## src/rtl/npu_addertree_pkg.sv

```systemverilog
// Shared definitions for the pipelined adder tree.
// Holds the default widths and the helper functions that size the tree:
//   clog2   - ceiling log2, gives the number of tree levels
//   lvl_w   - operand width entering a given level (one bit of growth per level)
//   lvl_cnt - operand count entering a given level (ceil(n / 2^lvl))
package npu_addertree_pkg;

    localparam int unsigned DefNIn  = 9;
    localparam int unsigned DefInW  = 16;
    localparam int unsigned DefOutW = 24;
    localparam int unsigned DefAccW = 32;

    function automatic int unsigned clog2(input int unsigned n);
        int unsigned r;
        r = 0;
        for (int unsigned i = 0; i < 32; i++) begin
            if ((64'd1 << i) < 64'(n)) r = i + 1;
        end
        return r;
    endfunction

    function automatic int unsigned lvl_w(input int unsigned in_w, input int unsigned lvl);
        return in_w + lvl;
    endfunction

    function automatic int unsigned lvl_cnt(input int unsigned n, input int unsigned lvl);
        return (n + (32'd1 << lvl) - 1) >> lvl;
    endfunction

endpackage

```

## src/rtl/addertree_level.sv

```systemverilog
// One registered pairwise reduction level of the adder tree.
// Adds operand pairs (2k, 2k+1); an odd trailing operand is sign-extended and passed on.
// Ports:
//   clk_i, reset_i  - clock, synchronous active-high reset
//   stall_i         - freeze all registers of this level
//   valid_i/mode_i/last_i/data_i - incoming beat (Count operands of Width bits)
//   valid_o/mode_o/last_o/data_o - registered beat ((Count+1)/2 operands of Width+1 bits)
module addertree_level #(
    parameter int unsigned Count = 2,
    parameter int unsigned Width = 16,
    localparam int unsigned OutCount = (Count + 1) / 2,
    localparam int unsigned OutW     = Width + 1
) (
    input  logic                     clk_i,
    input  logic                     reset_i,
    input  logic                     stall_i,
    input  logic                     valid_i,
    input  logic                     mode_i,
    input  logic                     last_i,
    input  logic [Count*Width-1:0]   data_i,
    output logic                     valid_o,
    output logic                     mode_o,
    output logic                     last_o,
    output logic [OutCount*OutW-1:0] data_o
);

    logic [OutCount*OutW-1:0] sum_d, data_q;
    logic                     valid_q, mode_q, last_q;

    // Operands are sign-extended by one bit before adding, so the unsigned add in
    // OutW bits is the exact signed sum.
    for (genvar k = 0; k < OutCount; k++) begin : g_pair
        logic [Width-1:0] op_a;
        assign op_a = data_i[2*k*Width +: Width];
        if (2*k + 1 < Count) begin : g_add
            logic [Width-1:0] op_b;
            assign op_b = data_i[(2*k+1)*Width +: Width];
            assign sum_d[k*OutW +: OutW] = {op_a[Width-1], op_a} + {op_b[Width-1], op_b};
        end else begin : g_pass
            assign sum_d[k*OutW +: OutW] = {op_a[Width-1], op_a};
        end
    end

    always_ff @(posedge clk_i) begin
        if (reset_i) begin
            valid_q <= 1'b0;
            mode_q  <= 1'b0;
            last_q  <= 1'b0;
            data_q  <= '0;
        end else if (!stall_i) begin
            valid_q <= valid_i;
            mode_q  <= mode_i;
            last_q  <= last_i;
            data_q  <= sum_d;
        end
    end

    assign valid_o = valid_q;
    assign mode_o  = mode_q;
    assign last_o  = last_q;
    assign data_o  = data_q;

endmodule

```

## src/rtl/addertree_pipe.sv

```systemverilog
// Pipelined signed adder tree with a group accumulator and valid/ready handshake.
// N_IN operands per beat are reduced in clog2(N_IN) registered levels, then an
// accumulator stage either emits each beat (acc_mode=0) or sums beats up to in_last.
// Any out_valid && !out_ready freezes the whole pipeline.
// Build option: define ADDERTREE_SAT_EN to clamp out-of-range results; otherwise
// out_data wraps to the low OUT_W bits. out_ovf is reported in both builds.
// Ports:
//   clk, reset                   - clock, synchronous active-high reset
//   in_valid/in_ready            - input handshake
//   in_data                      - packed operands, operand k at [k*IN_W +: IN_W]
//   in_last, acc_mode            - group end marker, accumulate enable (travel with beat)
//   out_valid/out_ready          - output handshake
//   out_data, out_ovf            - signed result, out-of-range flag
module addertree_pipe
    import npu_addertree_pkg::*;
#(
    parameter int unsigned N_IN  = DefNIn,
    parameter int unsigned IN_W  = DefInW,
    parameter int unsigned OUT_W = DefOutW,
    parameter int unsigned ACC_W = DefAccW   // must be >= IN_W + clog2(N_IN)
) (
    input  logic                 clk,
    input  logic                 reset,
    input  logic                 in_valid,
    output logic                 in_ready,
    input  logic [N_IN*IN_W-1:0] in_data,
    input  logic                 in_last,
    input  logic                 acc_mode,
    output logic                 out_valid,
    input  logic                 out_ready,
    output logic [OUT_W-1:0]     out_data,
    output logic                 out_ovf
);

    localparam int unsigned L     = clog2(N_IN);
    localparam int unsigned TreeW = lvl_w(IN_W, L);
    localparam int unsigned BusW  = N_IN * TreeW;

    localparam logic signed [ACC_W-1:0] OutMax = {{(ACC_W-OUT_W+1){1'b0}}, {(OUT_W-1){1'b1}}};
    localparam logic signed [ACC_W-1:0] OutMin = {{(ACC_W-OUT_W+1){1'b1}}, {(OUT_W-1){1'b0}}};

    logic stall;

    // Level i output lives in the low bits of st_data[i+1]; the rest is zero padding.
    logic [BusW-1:0] st_data  [L+1];
    logic            st_valid [L+1];
    logic            st_mode  [L+1];
    logic            st_last  [L+1];

    assign stall    = out_valid && !out_ready;
    assign in_ready = !stall;

    assign st_data[0]  = BusW'(in_data);
    assign st_valid[0] = in_valid;
    assign st_mode[0]  = acc_mode;
    assign st_last[0]  = in_last;

    for (genvar i = 0; i < L; i++) begin : g_lvl
        localparam int unsigned Cnt  = lvl_cnt(N_IN, i);
        localparam int unsigned W    = lvl_w(IN_W, i);
        localparam int unsigned OCnt = lvl_cnt(N_IN, i + 1);

        logic [OCnt*(W+1)-1:0] lvl_data;

        addertree_level #(
            .Count (Cnt),
            .Width (W)
        ) u_level (
            .clk_i   (clk),
            .reset_i (reset),
            .stall_i (stall),
            .valid_i (st_valid[i]),
            .mode_i  (st_mode[i]),
            .last_i  (st_last[i]),
            .data_i  (st_data[i][Cnt*W-1:0]),
            .valid_o (st_valid[i+1]),
            .mode_o  (st_mode[i+1]),
            .last_o  (st_last[i+1]),
            .data_o  (lvl_data)
        );

        assign st_data[i+1] = BusW'(lvl_data);

        if (Cnt * W < BusW) begin : g_pad
            logic unused_pad;
            assign unused_pad = ^st_data[i][BusW-1:Cnt*W];
        end
    end

    logic unused_tree_pad;
    assign unused_tree_pad = ^st_data[L][BusW-1:TreeW];

    // Accumulator / output stage
    logic signed [ACC_W-1:0] tree_sum, total, acc_d, acc_q;
    logic                    emit, ovf_now;
    logic                    out_valid_d, out_valid_q, out_ovf_d, out_ovf_q;
    logic [OUT_W-1:0]        out_data_d, out_data_q;

    assign tree_sum = ACC_W'($signed(st_data[L][TreeW-1:0]));

    always_comb begin
        // acc is zero whenever no group is open, so a mode-0 beat simply replaces it,
        // and a mode-0 beat arriving mid-group folds the open partial sum in.
        total       = acc_q + tree_sum;
        emit        = st_valid[L] && (!st_mode[L] || st_last[L]);
        ovf_now     = (total > OutMax) || (total < OutMin);
        acc_d       = acc_q;
        out_valid_d = out_valid_q;
        out_data_d  = out_data_q;
        out_ovf_d   = out_ovf_q;
        if (!stall) begin
            out_valid_d = emit;
            if (st_valid[L]) acc_d = emit ? '0 : total;
            if (emit) begin
                out_ovf_d = ovf_now;
`ifdef ADDERTREE_SAT_EN
                if (ovf_now) begin
                    out_data_d = total[ACC_W-1] ? OutMin[OUT_W-1:0] : OutMax[OUT_W-1:0];
                end else begin
                    out_data_d = total[OUT_W-1:0];
                end
`else
                out_data_d = total[OUT_W-1:0];
`endif
            end
        end
    end

    always_ff @(posedge clk) begin
        if (reset) begin
            acc_q       <= '0;
            out_valid_q <= 1'b0;
            out_data_q  <= '0;
            out_ovf_q   <= 1'b0;
        end else begin
            acc_q       <= acc_d;
            out_valid_q <= out_valid_d;
            out_data_q  <= out_data_d;
            out_ovf_q   <= out_ovf_d;
        end
    end

    assign out_valid = out_valid_q;
    assign out_data  = out_data_q;
    assign out_ovf   = out_ovf_q;

endmodule

```

## config.mk

```make
export PLATFORM = sky130hd
export DESIGN_NAME = addertree_pipe
export DESIGN_NICKNAME = d
export VERILOG_FILES = /design/src/rtl/npu_addertree_pkg.sv /design/src/rtl/addertree_level.sv /design/src/rtl/addertree_pipe.sv
export SDC_FILE = /design/constraint.sdc
export NUM_CORES = 1
export LEC_CHECK = 0
export CAP_MARGIN = 5
export CORE_MARGIN = 10
export CORE_UTILIZATION = 58
export DETAILED_ROUTE_END_ITERATION = 16
export MAX_ROUTING_LAYER = met4
export PLACE_DENSITY = 0.81
export SLEW_MARGIN = 20
export SYNTH_ARGS = -nofsm -noshare
export SYNTH_HDL_FRONTEND = slang
export SYNTH_HIERARCHICAL = 1
export SYNTH_SLANG_ARGS = --single-unit
```

## constraint.sdc

```tcl
create_clock -name clk -period 3.6 [get_ports clk]
set_input_delay 0.36 -clock clk [delete_from_list [all_inputs] [get_ports clk]]
set_output_delay 0.36 -clock clk [all_outputs]
set_load 0.005 [all_outputs]
```

## Word level (Yosys, flattened, before mapping)

Cells that the tools add are included.

- Word-level logic and storage cells: 42
- Flip-flop bits (word level): 261
- Output and inout port bits: 27

- $add $sub $neg: 9
- Bitwise gates (word level): 1
- Reduce and logical (&&, ||, !) cells: 9
- Magnitude comparators: 2
- Mux-type cells: 1

Operators by type and width:

| cell | number |
|---|---|
| $add 16x16->17 | 4 |
| $add 17x17->18 | 2 |
| $add 32x20->32 | 1 |
| $gt 32x24->1 const B | 1 |
| $lt 32x24->1 const B | 1 |
| $mux 32 | 1 |
| $add 19x16->20 | 1 |
| $add 18x18->19 | 1 |
| $reduce_and 2->1 | 2 |
| $logic_not 1->1 | 3 |
| $logic_and 1x1->1 | 2 |
| $logic_or 1x1->1 | 2 |
| $not 1->1 | 1 |

## Longest topological paths before layout

- Depth after elaboration: 4
- Depth in mapped cells: 12
- Mapped depth without buffers: 12

## Cells and area by module

Netlist, hierarchy kept.

Modules (own cells, without submodules):

| module | area each (um2) | seq. area each (um2) | times used | cells each |
|---|---|---|---|---|
| addertree_level (g_lvl[0].u_level) | 5906.9 | 1741.7 | 1 | 720 |
| addertree_pipe | 4026.4 | 1161.1 | 1 | 515 |
| addertree_level (g_lvl[1].u_level) | 3462.1 | 1121.1 | 1 | 412 |
| addertree_level (g_lvl[2].u_level) | 2314.7 | 800.8 | 1 | 253 |
| addertree_level (g_lvl[3].u_level) | 1840.5 | 460.4 | 1 | 226 |

## Least setup slack after synthesis

OpenSTA, ideal clock, no wires.

- Kind: register to register
- Start point: register g_lvl[3].u_level.data_q[19]
- End point: register out_ovf_q, in the netlist out_ovf
- Slack: 477 ps
- Data arrival time: 3007 ps
- Period minus slack after synthesis: 3123 ps
- Stages on the path, launching flop included: 11
- Buffers on the path: 0
- Library setup time: 116 ps
- Path through: dfxtp_1 -> ha_1 -> a21o_1 -> a21oi_2 -> nor2_1 -> a311o_1 -> or2_1 -> a211oi_1 -> nand3_1 -> or4_1 -> a31o_1

- Cells in the longest elaborated chain, start to end: 3
- Elaborated cells between the ends (all ways): 4
- Classes of those cells: 1 x add/sub; 2 x order compare; 1 x reduce/logical

Ends and longest elaborated chain:

| what | line | text |
|---|---|---|
| start, declared | addertree_level.sv:27 | `logic [OutCount*OutW-1:0] sum_d, data_q;` |
| start signal, assigned | addertree_level.sv:54 | `data_q <= sum_d;` |
| $add 32x20->32 * | addertree_pipe.sv:104 | `total = acc_q + tree_sum;` |
| $gt 32x24->1 or $lt 32x24->1 (tied branches) | addertree_pipe.sv:106 | `ovf_now = (total > OutMax) \|\| (total < OutMin);` |
| $logic_or 1x1->1 * | addertree_pipe.sv:106 |  |
| end signal, assigned | addertree_pipe.sv:139 | `out_ovf_q <= out_ovf_d;` |
| end, declared | addertree_pipe.sv:96 | `logic out_valid_d, out_valid_q, out_ovf_d, out_ovf_q;` |

Mark *: on every way between the ends. The rest lies on a longest branch, timed or not.
A chain may end at the register's enable or synchronous reset.

## Final worst setup path

- Start point: register g_lvl[3].u_level.data_q[12]
- End point: register out_ovf_q, in the netlist out_ovf

Same word-level chain as after synthesis.

==> run_summary.xml <==
<?xml version="1.0" encoding="UTF-8"?>
<metrics>
  <group name="setup_path">
    <metric name="critical_path_endpoint_category" unit="">flip-flop</metric>
    <metric name="path_class" unit="">reg2reg</metric>
    <metric name="worst_path_largest_cell_delay" unit="ps">510</metric>
    <metric name="reg2reg_setup_slack" unit="ps">280</metric>
    <metric name="regToRegEndpoint" unit="">out_ovf</metric>
    <metric name="worst_r2r_path_depth" unit="">10</metric>
    <metric name="critical_path.top_delay_family" unit="">compound AO/OA/AOI/OAI gates</metric>
    <metric name="critical_path_peak_fanout" unit="">6</metric>
    <metric name="critical_path_cell_count" unit="">10</metric>
    <metric name="critical-path-slowest-cell" unit="">or4_1</metric>
    <metric name="worstSetupStartpointType" unit="">flip-flop</metric>
    <metric name="worstPathCellList" unit="">ha_1 -&gt; a21oi_1 -&gt; o21ai_1 -&gt; a221oi_2 -&gt; a21oi_2 -&gt; or2_1 -&gt; a211oi_1 -&gt; nand3_1 -&gt; or4_1 -&gt; a31o_1</metric>
    <metric name="worstReg2RegStart" unit="">g_lvl[3].u_level/data_o[12]</metric>
    <metric name="worstPathArrival" unit="ps">3770</metric>
    <metric name="timing.critical_path.buf_inv" unit="">0</metric>
    <metric name="critical_path_required" unit="ps">4050</metric>
  </group>
  <group name="clocking">
    <metric name="ctsRootBufferMaster" unit="">clkbuf_16</metric>
    <metric name="postCtsResizedCells" unit="">0</metric>
    <metric name="post-cts-setup-buffers" unit="">0</metric>
    <metric name="clock_tree.htree_level_count" unit="">1</metric>
    <metric name="worst_setup_hold_path_clk_slew" unit="ps">60</metric>
    <metric name="cts_buffers" unit="">27</metric>
    <metric name="clk_path_buf_depth" unit="">3</metric>
    <metric name="post_cts_hold_buffer_count" unit="">0</metric>
    <metric name="worst_skew_pair.late_latency" unit="ps">560</metric>
    <metric name="cts_sinks" unit="">264</metric>
    <metric name="cts_tree" unit="">done</metric>
  </group>
  <group name="worst_hold_path">
    <metric name="hp-start" unit="">reset</metric>
    <metric name="hold_path_class" unit="">in2reg</metric>
    <metric name="timing.hold.worst_endpoint" unit="">acc_q[12]</metric>
    <metric name="worstHoldPathCells" unit="">2</metric>
  </group>
  <group name="synth">
    <metric name="synthesis.instances" unit="">2126</metric>
    <metric name="ys_seq_area_share" unit="%">30.1</metric>
    <metric name="synth_top_area_share" unit="%">30.1</metric>
    <metric name="synth_enable_flop_cells" unit="">0</metric>
    <metric name="dominantRegCellSynth" unit="">dfxtp_1</metric>
    <metric name="synthesis.area" unit="sq um">17600</metric>
    <metric name="synth.area.top_cells" unit="">dfxtp_1 (30%), ha_1 (12%), nor2_1 (5.4%), mux2i_1 (5.4%), a21oi_1 (5.3%)</metric>
    <metric name="synth_warnings" unit="">6</metric>
    <metric name="syn_area_per_cell" unit="sq um">8.26</metric>
    <metric name="ys_async_sr_fraction" unit="%">0</metric>
    <metric name="netlist.top_cell.by_area" unit="">dfxtp_1</metric>
    <metric name="synth.net_count" unit="">2451</metric>
    <metric name="yosys.cell_types.count" unit="">106</metric>
    <metric name="ys_seq_elements" unit="">264</metric>
  </group>
  <group name="global_routing">
    <metric name="grt_antenna_before_repair" unit="">0</metric>
    <metric name="maximum_number_of_pins_on_one_net_before_global_route_repair" unit="">144</metric>
    <metric name="groute.usage.overall" unit="%">25.2</metric>
    <metric name="grt_first_pass_wirelength" unit="um">79100</metric>
    <metric name="first_global_vias" unit="">15700</metric>
    <metric name="grt_overflow_total" unit="">0</metric>
  </group>
  <group name="run">
    <metric name="cap_viol_max_count" unit="">0</metric>
  </group>
  <group name="cells_and_area">
    <metric name="final_layout_size_suffix_gt1_share" unit="%">5.19</metric>
    <metric name="n_antenna_cell" unit="">0</metric>
    <metric name="mostFrequentLayoutCell" unit="">dfxtp_1</metric>
    <metric name="layout.nets" unit="">2581</metric>
    <metric name="layout-area-overhead-vs-synth" unit="%">17.0</metric>
    <metric name="commonest_cells_after_routing_fill_and_taps_aside" unit="">dfxtp_1 (263), nor2_1 (254), nand2_1 (231)</metric>
  </group>
  <group name="sta">
    <metric name="slew-limit-headroom" unit="%">41.5</metric>
    <metric name="finalSetupViolCount" unit="">0</metric>
    <metric name="post_route_skew" unit="ps">13.8</metric>
    <metric name="period_needed" unit="ps">3320</metric>
    <metric name="setup-tns-final" unit="ps">0</metric>
    <metric name="worst-slew-pin-transition" unit="ps">876</metric>
    <metric name="setup_repair_after_global_routing_missed_its_margin" unit="">no</metric>
    <metric name="hold_viol" unit="">0</metric>
    <metric name="fin_crit_sh" unit="%">92.3</metric>
    <metric name="max_freq" unit="MHz">301</metric>
    <metric name="report.final.slew_viol_count" unit="">0</metric>
  </group>
  <group name="floorplanning">
    <metric name="chipHeight" unit="um">194</metric>
    <metric name="core-area" unit="sq um">29700</metric>
    <metric name="die-area" unit="sq um">37600</metric>
    <metric name="floorplan.initialDensity" unit="%">59.1</metric>
    <metric name="io_pins" unit="">177</metric>
    <metric name="dieWidth" unit="um">194</metric>
    <metric name="floorplan.rows" unit="">63</metric>
  </group>
  <group name="power">
    <metric name="power.density" unit="nW/um^2">454</metric>
    <metric name="leakage_power_summed_over_all_cells" unit="nW">8.42</metric>
    <metric name="vdd.ir_drop.worst" unit="mV">0.435</metric>
    <metric name="p_total" unit="mW">9.32</metric>
  </group>
  <group name="place">
    <metric name="hpwl" unit="um">37300</metric>
    <metric name="io_buffers" unit="">176</metric>
    <metric name="routabilityCongestion" unit="">0.971</metric>
  </group>
  <group name="detailed_routing">
    <metric name="detail_route.drc_violations" unit="">0</metric>
    <metric name="wl" unit="um">48500</metric>
    <metric name="detail_route.first_pass.iterations" unit="">6</metric>
    <metric name="viasPerCell" unit="">6.05</metric>
    <metric name="avgRoutedWirePerCell" unit="um">18.2</metric>
    <metric name="antenna_left" unit="">0</metric>
    <metric name="dr.first_iter.drc_count" unit="">1102</metric>
    <metric name="vias" unit="">16100</metric>
  </group>
  <group name="run_status">
    <metric name="run_status" unit="">completed</metric>
  </group>
</metrics>
==> final cells by class <==
type	count	area (sq um)
repair buffers	194	1940
flip-flops and latches	264	5290
clock buffers	36	779
fillers	2406	9180
multi-input cells	1723	11700
clock inverters	11	180
inverters	46	180
well taps	390	488
==> power breakdown <==
part | switching [mW] | leakage, nW | internal, mW | total, mW
Combinational | 1.59 | 5.78 | 1.22 | 2.81
Sequential | 0.253 | 2.17 | 3.24 | 3.49
Clock | 1.20 | 0.472 | 1.81 | 3.01
==> cells by family (layout without fill, tap and decap cells) <==
group	count (synthesis)	count (layout)	share of synthesized area [%]
multiplexers	97	97	5.55
adder cells (fa/ha/maj)	175	175	12.9
AND/OR/NAND/NOR	704	704	18.2
XOR/XNOR	102	102	5.09
flip-flops	264	264	30.1
AO/OA/AOI/OAI	645	645	24.9
buffers and inverters	139	287	3.29
==> layer usage <==
layer  part of all wire [%]  GRT usage [%]
met1                     45           30.8
met2                     48           43.3
met3                    4.7           2.99
met4                    2.1           5.96
met5                      0              -
==> sequential cells by signal, indices dropped and copies added (netlist names) <==
signal / flops
out_valid: 1
g_lvl.u_level/data_o: 194
out_ovf: 1
acc_q: 32
out_data: 24
g_lvl.u_level/last_o: 4
g_lvl.u_level/mode_o: 4
g_lvl.u_level/valid_o: 4
==> worst max path at each step <==
| stage | from | to |
|---|---|---|
| after floorplan | g_lvl[3].u_level/data_o[19] | out_ovf |
| after global placement | g_lvl[3].u_level/data_o[19] | out_ovf |
| after detailed placement | g_lvl[3].u_level/data_o[19] | out_ovf |
| after CTS | g_lvl[3].u_level/data_o[19] | out_ovf |
| after global routing | g_lvl[3].u_level/data_o[12] | out_ovf |
| final | g_lvl[3].u_level/data_o[12] | out_ovf |
==> cells in the mapped netlist (7+ instances only) <==
master,n
dfxtp_1,264
nor2_1,254
nand2_1,231
a21oi_1,185
ha_1,166
o21ai_0,108
mux2i_1,95
clkbuf_1,68
xnor2_1,66
a21o_1,60
nand3_1,46
inv_1,45
nor3_1,36
xor2_1,36
a22oi_1,35
a211oi_1,32
a31oi_1,24
o21a_1,23
o211ai_1,22
o21bai_1,17
nor2b_1,16
and3_1,15
nand4_1,15
or3_1,14
and2_1,13
buf_2,13
o21ai_1,11
o22ai_1,11
nor3b_1,10
fa_1,9
nand2b_1,9
a211o_1,8
and4_1,7
o2111ai_1,7
==> stage by stage <==
step / util (%) / worst slack [ps] / hold WS [ps] / cell area [sq um] / instances
after detailed placement: 65.9 / 234 / 446 / 19600 / 2617
after global placement: 65.9 / 269 / 440 / 19600 / 2617
after CTS: 69.1 / 218 / 292 / 20500 / 2664
after global routing: 69.1 / 88.9 / 332 / 20500 / 2664
after floorplan: - / 477 / 426 / 17600 / 2126
final: 69.1 / 276 / 297 / 20500 / 2664
(Power assumes the default switching activity.)
